[src/rtl/bus_rr_pkg.sv]
// Shared constants and helpers for the round-robin bus matrix.
package bus_rr_pkg;

   localparam int unsigned DEF_NUM_M    = 2;
   localparam int unsigned DEF_NUM_S    = 5;
   localparam int unsigned DEF_ADDR_W   = 8;
   localparam int unsigned DEF_DATA_W   = 32;
   localparam int unsigned DEF_SEL_W    = 3;
   localparam int unsigned DEF_MAX_HOLD = 8;

   // Read data returned when no slave was selected on the previous cycle.
   localparam int unsigned UNMAPPED_DATA = 0;

   // Index of the set bit in a one-hot vector (up to 32 entries); 0 for an all-zero input.
   function automatic logic [4:0] onehot_to_idx(input logic [31:0] i_oh);
      logic [4:0] idx;
      idx = '0;
      for (int i = 0; i < 32; i++) begin
         if (i_oh[i]) idx = idx | 5'(i);
      end
      return idx;
   endfunction

endpackage

[src/rtl/bus_rr_arbiter.sv]
// Round-robin arbiter with grant parking and a hold limit under contention.
module bus_rr_arbiter
   import bus_rr_pkg::*;
#(
   parameter int unsigned NUM_M    = DEF_NUM_M,
   parameter int unsigned MAX_HOLD = DEF_MAX_HOLD
) (
   input  logic                       clk,
   input  logic                       reset,
   input  logic [NUM_M-1:0]           i_req,
   output logic [NUM_M-1:0]           o_grant,
   output logic [$clog2(NUM_M)-1:0]   o_owner
);

   localparam int unsigned IDX_W  = $clog2(NUM_M);
   localparam int unsigned HOLD_W = $clog2(MAX_HOLD);
   localparam logic [HOLD_W-1:0] HOLD_LAST = HOLD_W'(MAX_HOLD - 1);
   localparam logic [IDX_W:0]    NUM_M_W   = (IDX_W + 1)'(NUM_M);

   logic [NUM_M-1:0]  r_grant;
   logic [HOLD_W-1:0] r_hold;
   logic [IDX_W-1:0]  w_owner;
   logic              w_owner_req;
   logic              w_others;
   logic              w_switch;
   logic [NUM_M-1:0]  w_next_grant;
   logic [IDX_W:0]    w_cand;
   logic              w_found;

   assign w_owner     = IDX_W'(onehot_to_idx(32'(r_grant)));
   assign w_owner_req = i_req[w_owner];
   assign w_others    = |(i_req & ~r_grant);
   // Give up the bus when idle-owner with waiters, or when the hold limit is hit under contention.
   assign w_switch    = w_others & (~w_owner_req | (r_hold == HOLD_LAST));

   // First requester after the owner, wrapping modulo NUM_M.
   always_comb begin
      w_next_grant = r_grant;
      w_found      = 1'b0;
      w_cand       = '0;
      for (int k = 1; k < NUM_M; k++) begin
         w_cand = {1'b0, w_owner} + (IDX_W + 1)'(k);
         if (w_cand >= NUM_M_W) w_cand = w_cand - NUM_M_W;
         if (!w_found && i_req[w_cand[IDX_W-1:0]]) begin
            w_next_grant                      = '0;
            w_next_grant[w_cand[IDX_W-1:0]]   = 1'b1;
            w_found                           = 1'b1;
         end
      end
   end

   // Grant register and hold counter; counter saturates while the owner keeps requesting.
   always_ff @(posedge clk or posedge reset) begin
      if (reset) begin
         r_grant <= NUM_M'(1);
         r_hold  <= '0;
      end else if (w_switch) begin
         r_grant <= w_next_grant;
         r_hold  <= '0;
      end else if (w_owner_req) begin
         if (r_hold != HOLD_LAST) r_hold <= r_hold + 1'b1;
      end else begin
         r_hold <= '0;
      end
   end

   assign o_grant = r_grant;
   assign o_owner = w_owner;

endmodule

[src/rtl/bus_rr_matrix.sv]
// Shared-bus interconnect: arbiter, owner muxes, slave decode and registered read return.
module bus_rr_matrix
   import bus_rr_pkg::*;
#(
   parameter int unsigned NUM_M    = DEF_NUM_M,
   parameter int unsigned NUM_S    = DEF_NUM_S,
   parameter int unsigned ADDR_W   = DEF_ADDR_W,
   parameter int unsigned DATA_W   = DEF_DATA_W,
   parameter int unsigned SEL_W    = DEF_SEL_W,
   parameter int unsigned MAX_HOLD = DEF_MAX_HOLD
) (
   input  logic                      clk,
   input  logic                      reset,
   input  logic [NUM_M-1:0]          m_req,
   input  logic [NUM_M-1:0]          m_wr,
   input  logic [NUM_M*ADDR_W-1:0]   m_address,
   input  logic [NUM_M*DATA_W-1:0]   m_dout,
   output logic [NUM_M-1:0]          m_grant,
   output logic [DATA_W-1:0]         m_din,
   output logic                      m_err,
   input  logic [NUM_S*DATA_W-1:0]   s_dout,
   output logic [NUM_S-1:0]          s_sel,
   output logic [ADDR_W-1:0]         s_address,
   output logic                      s_wr,
   output logic [DATA_W-1:0]         s_din
);

   localparam int unsigned IDX_W = $clog2(NUM_M);
   localparam logic [SEL_W:0] NUM_S_W = (SEL_W + 1)'(NUM_S);

   logic [IDX_W-1:0] w_owner;
   logic             w_owner_req;
   logic [SEL_W-1:0] w_idx;
   logic             w_mapped;
   logic [NUM_S-1:0] r_rd_sel;
   logic             r_err;
   logic [4:0]       w_rd_idx;

   bus_rr_arbiter #(
      .NUM_M    (NUM_M),
      .MAX_HOLD (MAX_HOLD)
   ) u_arbiter (
      .clk     (clk),
      .reset   (reset),
      .i_req   (m_req),
      .o_grant (m_grant),
      .o_owner (w_owner)
   );

   assign w_owner_req = m_req[w_owner];
   assign s_address   = m_address[w_owner*ADDR_W +: ADDR_W];
   assign s_din       = m_dout[w_owner*DATA_W +: DATA_W];
   assign s_wr        = m_wr[w_owner] & w_owner_req;

   assign w_idx    = s_address[ADDR_W-1 -: SEL_W];
   assign w_mapped = ({1'b0, w_idx} < NUM_S_W);

   // One-hot slave select, qualified by the owner's request and forced off during reset.
   always_comb begin
      s_sel = '0;
      for (int s = 0; s < NUM_S; s++) begin
         if (!reset && w_mapped && (w_idx == SEL_W'(s))) s_sel[s] = w_owner_req;
      end
   end

   // Read-return registers: remember which slave answers next cycle, and flag unmapped accesses.
   always_ff @(posedge clk or posedge reset) begin
      if (reset) begin
         r_rd_sel <= '0;
         r_err    <= 1'b0;
      end else begin
         r_rd_sel <= s_sel;
         r_err    <= w_owner_req & ~w_mapped;
      end
   end

   assign w_rd_idx = onehot_to_idx(32'(r_rd_sel));
   assign m_din    = (r_rd_sel == '0) ? DATA_W'(UNMAPPED_DATA)
                                      : s_dout[w_rd_idx*DATA_W +: DATA_W];
   assign m_err    = r_err;

endmodule
[config.mk]
export PLATFORM = sky130hd
export DESIGN_NAME = bus_rr_matrix
export DESIGN_NICKNAME = d
export VERILOG_FILES = /design/src/rtl/bus_rr_pkg.sv /design/src/rtl/bus_rr_arbiter.sv /design/src/rtl/bus_rr_matrix.sv
export SDC_FILE = /design/constraint.sdc
export NUM_CORES = 1
export LEC_CHECK = 0
export ABC_AREA = 0
export BUFFER_PORTS_ARGS = -buffer_cell sky130_fd_sc_hd__buf_2
export CAP_MARGIN = 20
export CORE_AREA = 2 2 128 130
export DETAILED_ROUTE_END_ITERATION = 8
export DIE_AREA = 0 0 130 132
export SLEW_MARGIN = 20
export SYNTH_ARGS = -nofsm -noshare
export SYNTH_HDL_FRONTEND = slang
export SYNTH_SLANG_ARGS = --single-unit
[constraint.sdc]
create_clock -name clk -period 3.5 [get_ports clk]
set_clock_uncertainty 0.15 [all_clocks]
set_input_delay 1.05 -clock clk [delete_from_list [all_inputs] [get_ports clk]]
set_output_delay 1.05 -clock clk [all_outputs]
set_load 0.01 [all_outputs]
## Word-level counts from Yosys, hierarchy flattened

Cells that the tools add are included.

| operators by class | value |
|---|---|
| bitwise gates (word level) | 8 |
| reduce and logical (&&, ||, !) cells | 12 |
| add/subtract/negate cells | 3 |
| shift operators | 3 |
| $lt $le $gt $ge | 5 |
| eq/ne operators | 7 |
| multiplexer cells | 23 |

Operators by type and width:

| kind | count |
|---|---|
| $shiftx 160x11->32 | 1 |
| $shiftx 64x7->32 | 1 |
| $mux 32 | 1 |
| $shiftx 16x5->8 | 1 |
| $mux 1 | 15 |
| $mux 3 | 4 |
| $logic_and 1x1->1 | 7 |
| $eq 3x2->1 const B | 2 |
| $eq 3x3->1 const B | 2 |
| $ne 3x3->1 const B | 2 |
| $logic_not 5->1 | 1 |
| $lt 1x2->1 const B | 2 |
| $mux 2 | 2 |
| $add 3x1->3 const B | 1 |
| $and 1x1->1 | 3 |
| $eq 3x1->1 const B | 1 |
| $logic_not 3->1 | 1 |
| $lt 3x3->1 const B | 1 |
| $add 1x1->2 const B | 1 |
| $and 2x2->2 | 1 |
| $ge 2x2->1 const B | 1 |
| $not 1->1 | 2 |
| $not 2->2 | 1 |
| $reduce_and 2->1 | 1 |
| other kinds (6) | 6 |

| storage, ports and cells | value |
|---|---|
| logic and storage cells | 65 |
| input bits | 246 |
| output and inout port bits | 81 |
| flip-flop bits (word level) | 11 |

## Depth between registers and ports, before layout

| logic depth | value |
|---|---|
| depth after elaboration | 8 |
| depth in mapped cells | 6 |
| gate-level depth less buffers | 5 |

## By module

A second synthesis with hierarchy kept.

| second synthesis, totals | value |
|---|---|
| cells, all modules | 294 |
| area, all modules | 2351.0 µm² |

Modules (own cells, without submodules):

| module | area an instance (µm²) | cells each | instances | seq. area each (µm²) |
|---|---|---|---|---|
| bus_rr_matrix | 2043.2 | 262 | 1 | 150.1 |
| bus_rr_arbiter | 307.8 | 32 | 1 | 126.4 |

## Worst setup path before layout

Ideal clock, no wire load.

| path | value |
|---|---|
| path type | input to output |
| start point | in m_req[0] |
| end point | out s_sel[1] |
| setup slack | 340 ps |
| arrival time | 1960 ps |
| required time | 2300 ps |
| buffers on the path | 1 |
| cell stages on the path | 4 |
| path through | clkbuf_1 > nor3b_1 > o21ai_0 > nor3_1 |

| between the ends | value |
|---|---|
| longest elaborated chain between the ends | 3 |

RTL lines:

| what | line | text |
|---|---|---|
| start, declared | bus_rr_matrix.sv:14 | `input logic [NUM_M-1:0] m_req,` |
| $mux 1 (implied by the code) (2 in a row) | bus_rr_matrix.sv:50 | `assign w_owner_req = m_req[w_owner];` |
| $mux 1 | bus_rr_matrix.sv:62 | `if (!reset && w_mapped && (w_idx == SEL_W'(s))) s_sel[s] = w_owner_req;` |
| end, declared | bus_rr_matrix.sv:22 | `output logic [NUM_S-1:0] s_sel,` |

Every way passes these cells. The select of a mux whose other input is x is not followed.

## Final worst setup path

| path | value |
|---|---|
| start point | reg r_rd_sel[3] |
| end point | out m_din[20] |

| between the ends | value |
|---|---|
| longest elaborated chain between the ends | 4 |
| elaborated cells between the ends (all ways) | 5 |
| those cells by class | shift: 1; mux: 3; reduce/logical: 1 |

RTL lines:

| what | line | text |
|---|---|---|
| start, declared | bus_rr_matrix.sv:35 | `logic [NUM_S-1:0] r_rd_sel;` |
| start signal, assigned | bus_rr_matrix.sv:72 | `r_rd_sel <= s_sel;` |
| $mux 2 | bus_rr_pkg.sv:19 | `if (i_oh[i]) idx = idx \| 5'(i);` |
| $mux 3 | bus_rr_pkg.sv:19 |  |
| $shiftx 160x11->32 | bus_rr_matrix.sv:79 | `: s_dout[w_rd_idx*DATA_W +: DATA_W];` |
| $mux 32 * | bus_rr_matrix.sv:78 | `assign m_din = (r_rd_sel == '0) ? DATA_W'(UNMAPPED_DATA)` |
| end, declared | bus_rr_matrix.sv:19 | `output logic [DATA_W-1:0] m_din,` |

Every way passes the cells marked *; elsewhere a longest branch is shown, timed or not.

==> flow_summary.toml <==
[run_status]
status = "completed"

[yosys]
synth-edff-count = 0
synth_area_um2 = 2350
mean_post_synth_cell_area_um2 = 7.89
ys.flop_type = "sky130_fd_sc_hd__dfrtp_1"
netlist_instances = 298
most_used_standard_cell_by_instance_count_after_synthesis = "sky130_fd_sc_hd__mux2_2"
ys_types = 33
synth.top_cells.by_count = "sky130_fd_sc_hd__mux2_2 (70), sky130_fd_sc_hd__nand2_1 (34), sky130_fd_sc_hd__nor2_1 (33), sky130_fd_sc_hd__o32ai_1 (33), sky130_fd_sc_hd__o31ai_1 (32)"
synth_top_cell_by_area = "sky130_fd_sc_hd__mux2_2"
synth_sequential_area_ratio = 0.118
synth.top_cells.by_area = "sky130_fd_sc_hd__mux2_2 (34%), sky130_fd_sc_hd__o32ai_1 (12%), sky130_fd_sc_hd__dfrtp_1 (11%)"
synth_top_cell_area_share = 0.335
postSynth.asyncResetShare = 1.00
synth.ff_latch_count = 11
synthesized_netlist_net_count = 546
ys.warnings.count = 0

[power]
totalPowerFinal_mw = 0.722
power.leakage_nw = 2.25
power.ir.vdd_worst_mv = 0.122
pd_cells_nw_per_um2 = 166

[route]
first_iter_violations = 86
detail-route-antenna-nets = 0
avgViaCountPerCell = 4.32
detailroute.via_count = 3570
detail_route.drc_violations = 0
drt-pass1-iter-count = 4
wire_per_inst_um = 15.2
routed_wirelength_mm = 12.6

[clock_tree]
path_clk_slew_ps = 50
ctsRootBufferMaster = "sky130_fd_sc_hd__clkbuf_16"
cts_max_path_buffers = 2
tritoncts = "done"
cts_num_sinks = 11
insertion_delay_ps = 240
htreeDepth = 1
cts-buffers-inserted = 3

[timing]
setup_viol = 0
worst-slew-pin-transition_ps = 489
tns_ps = 0
period_minus_slack_ps = 3220
finalHoldViolations = 0
grt_setup_unrepaired = "false"
layout_worst_path_cycle_share = 0.921
timing.fmax_mhz = 310
slew_violations = 0
hold_slack_final_ps = 396
max_slew_margin = 0.673

[floorplanning]
std_cell_rows = 46
design.die.area_um2 = 17200
i_o_pin_cnt = 327
die_w_um = 130
core_um2 = 15700
initial_utilization = 0.150
chipHeight_um = 132

[finish]
finalNetCount = 859
fill_cells = 1758
flow.area_growth_from_synthesis_pct = 85.0
finalCoreUtilization = 0.277
sequential_cell_area_um2 = 279
multiInputGateArea_um2 = 1880
drive_gt1_frac = 0.692
finish.cell_count_without_fillers = 827

[grt]
number_of_antenna_violations_at_the_first_check_in_global_routing = 0
grt_max_degree = 36
number_of_global_route_vias_before_repair = 3337
overflow = 0
track_usage = 0.134
grt_pass1_wl_mm = 17.9

[setup_path]
timing.critical_path.from_type = "register"
timing.critical_path.slowest_cell_delay_ps = 530
startpoint_to_endpoint_class_of_the_critical_path = "reg -> out"
path_max_fanout = 23
worstPathCellList = "or2_1, buf_12, o32ai_1, o31ai_1, buf_2"
crit_path_arrival_time_ps = 2020
critical_path.slowest_cell = "sky130_fd_sc_hd__dfrtp_1"
worstPathBufferInverterCount = 2
required_ps = 2300
timing.critical_path.to_type = "output pin"
critical-path-top-delay-family = "flip-flops"

[flow_run]
max-cap-violations = 0

[place]
placed_cells = 822
finalWeightedCongestion = 0.818
number_of_port_buffers = 326
hpwl_mm = 10.7

[worst_hold_path]
hold_path_class = "reg -> reg"
[cell families (layout without fill, tap and decap cells)]
family / count (synthesis) / in the layout / share of synthesized area
other: 0 / 1 / 0
buffers and inverters: 45 / 357 / 0.0883
muxes: 73 / 73 / 0.348
DFF: 11 / 11 / 0.118
AOI/OAI and AO/OA: 82 / 82 / 0.273
and+or+nand+nor: 85 / 85 / 0.162
adders and majority gates: 2 / 2 / 0.0106
[path summary, 6_finish.rpt]
path / start / endpoint / slack [ps] / cells after the start
min in group asynchronous: reset / u_arbiter.o_grant[1] / 710 / 3
hold / removal: u_arbiter.r_hold[1] / u_arbiter.r_hold[1] / 400 / 2
setup reg to reg: u_arbiter.o_grant[1] / u_arbiter.r_hold[2] / 1820 / 4
max in group asynchronous: reset / u_arbiter.o_grant[0] / 2250 / 3
setup / recovery: r_rd_sel[3] / m_din[20] / 280 / 5
hold reg to reg: u_arbiter.r_hold[1] / u_arbiter.r_hold[1] / 400 / 2
[tightest hold or removal path, delay by kind of cell, from the launching register on]
| kind | cells | cell delay (ps) |
|---|---|---|
| flip-flops | 1 | 370 |
| AO/OA/AOI/OAI | 1 | 70 |
| buffers and inverters | 1 | 50 |
[state kept, by name (all words and copies together), names as in the netlist]
signal	cells
r_rd_sel	5
u_arbiter.r_hold	3
u_arbiter.o_grant	2
m_err	1
[cell type report]
| type | count | share of cell area |
|---|---|---|
| Inverter | 13 | 0.0112 |
| Clock buffer | 3 | 0.0173 |
| Sequential cell | 11 | 0.0642 |
| Tap cell | 216 | 0.0621 |
| Multi-Input combinational cell | 242 | 0.433 |
| Clock inverter | 1 | 0.00115 |
| Timing Repair Buffer | 340 | 0.411 |
| Antenna cell | 1 | 0.000575 |
[per-layer routing]
layer  vias to the layer above  wire (µm)  global-route usage
li1                       1761          -                   -
met1                      1586       4790               0.148
met2                       218       6680               0.270
met3                         5       1010              0.0162
met4                         0         88              0.0239
met5                         -          0                   0
[metrics by stage]
| step | setup WS, ps | area, µm² |
|---|---|---|
| floorplan | 340 | 2350 |
| detailed placement | 21.1 | 4270 |
| CTS | 20.6 | 4350 |
| global route | 157 | 4350 |
| finish | 275 | 4350 |
| global placement | 2.41 | 4270 |
[placed cells by master, fill, tap and decap left out]
cell                        instances
sky130_fd_sc_hd__a21oi_2            1
sky130_fd_sc_hd__nor2b_1            1
sky130_fd_sc_hd__o41ai_4            1
sky130_fd_sc_hd__or3_1              1
sky130_fd_sc_hd__o21ai_1            1
sky130_fd_sc_hd__a221oi_1           1
sky130_fd_sc_hd__clkinv_2           1
sky130_fd_sc_hd__and3_1             1
sky130_fd_sc_hd__nand2_1           34
sky130_fd_sc_hd__mux2_2            70
sky130_fd_sc_hd__o32ai_1           33
sky130_fd_sc_hd__dfrtp_2            2
sky130_fd_sc_hd__nand2b_1           3
sky130_fd_sc_hd__nor4bb_1           1
sky130_fd_sc_hd__a31oi_1            2
sky130_fd_sc_hd__and3b_1            1
sky130_fd_sc_hd__nor3b_1            1
sky130_fd_sc_hd__dfstp_2            1
sky130_fd_sc_hd__buf_12             4
sky130_fd_sc_hd__clkbuf_16          3
sky130_fd_sc_hd__o31ai_1           32
sky130_fd_sc_hd__o41ai_1            1
sky130_fd_sc_hd__o21ai_0            2
sky130_fd_sc_hd__a31o_2             1
sky130_fd_sc_hd__or2_2              1
sky130_fd_sc_hd__inv_1             13
sky130_fd_sc_hd__ha_1               2
sky130_fd_sc_hd__diode_2            1
sky130_fd_sc_hd__a21oi_1            5
sky130_fd_sc_hd__mux2i_1            3
sky130_fd_sc_hd__buf_2            326
sky130_fd_sc_hd__buf_4             10
sky130_fd_sc_hd__nor2_1            33
sky130_fd_sc_hd__nor4b_4            1
sky130_fd_sc_hd__o22ai_1            2
sky130_fd_sc_hd__nand3_1            1
sky130_fd_sc_hd__nor3_1             5
sky130_fd_sc_hd__or2_1              1
sky130_fd_sc_hd__dfrtp_1            8
[timing repair]
action,in CTS,in global routing
endpoints found under the setup margin,0,4
hold buffers,0,0
buffers inserted,0,0
gates resized for setup,0,1
[report_power, final]
group | total, mW | switching (mW) | leakage, nW | internal (mW)
Sequential | 0.138 | 0.00559 | 0.139 | 0.133
Combinational | 0.368 | 0.162 | 2.07 | 0.206
Clock | 0.216 | 0.0641 | 0.0409 | 0.152
Note: power is estimated with default switching activity, not from simulation.
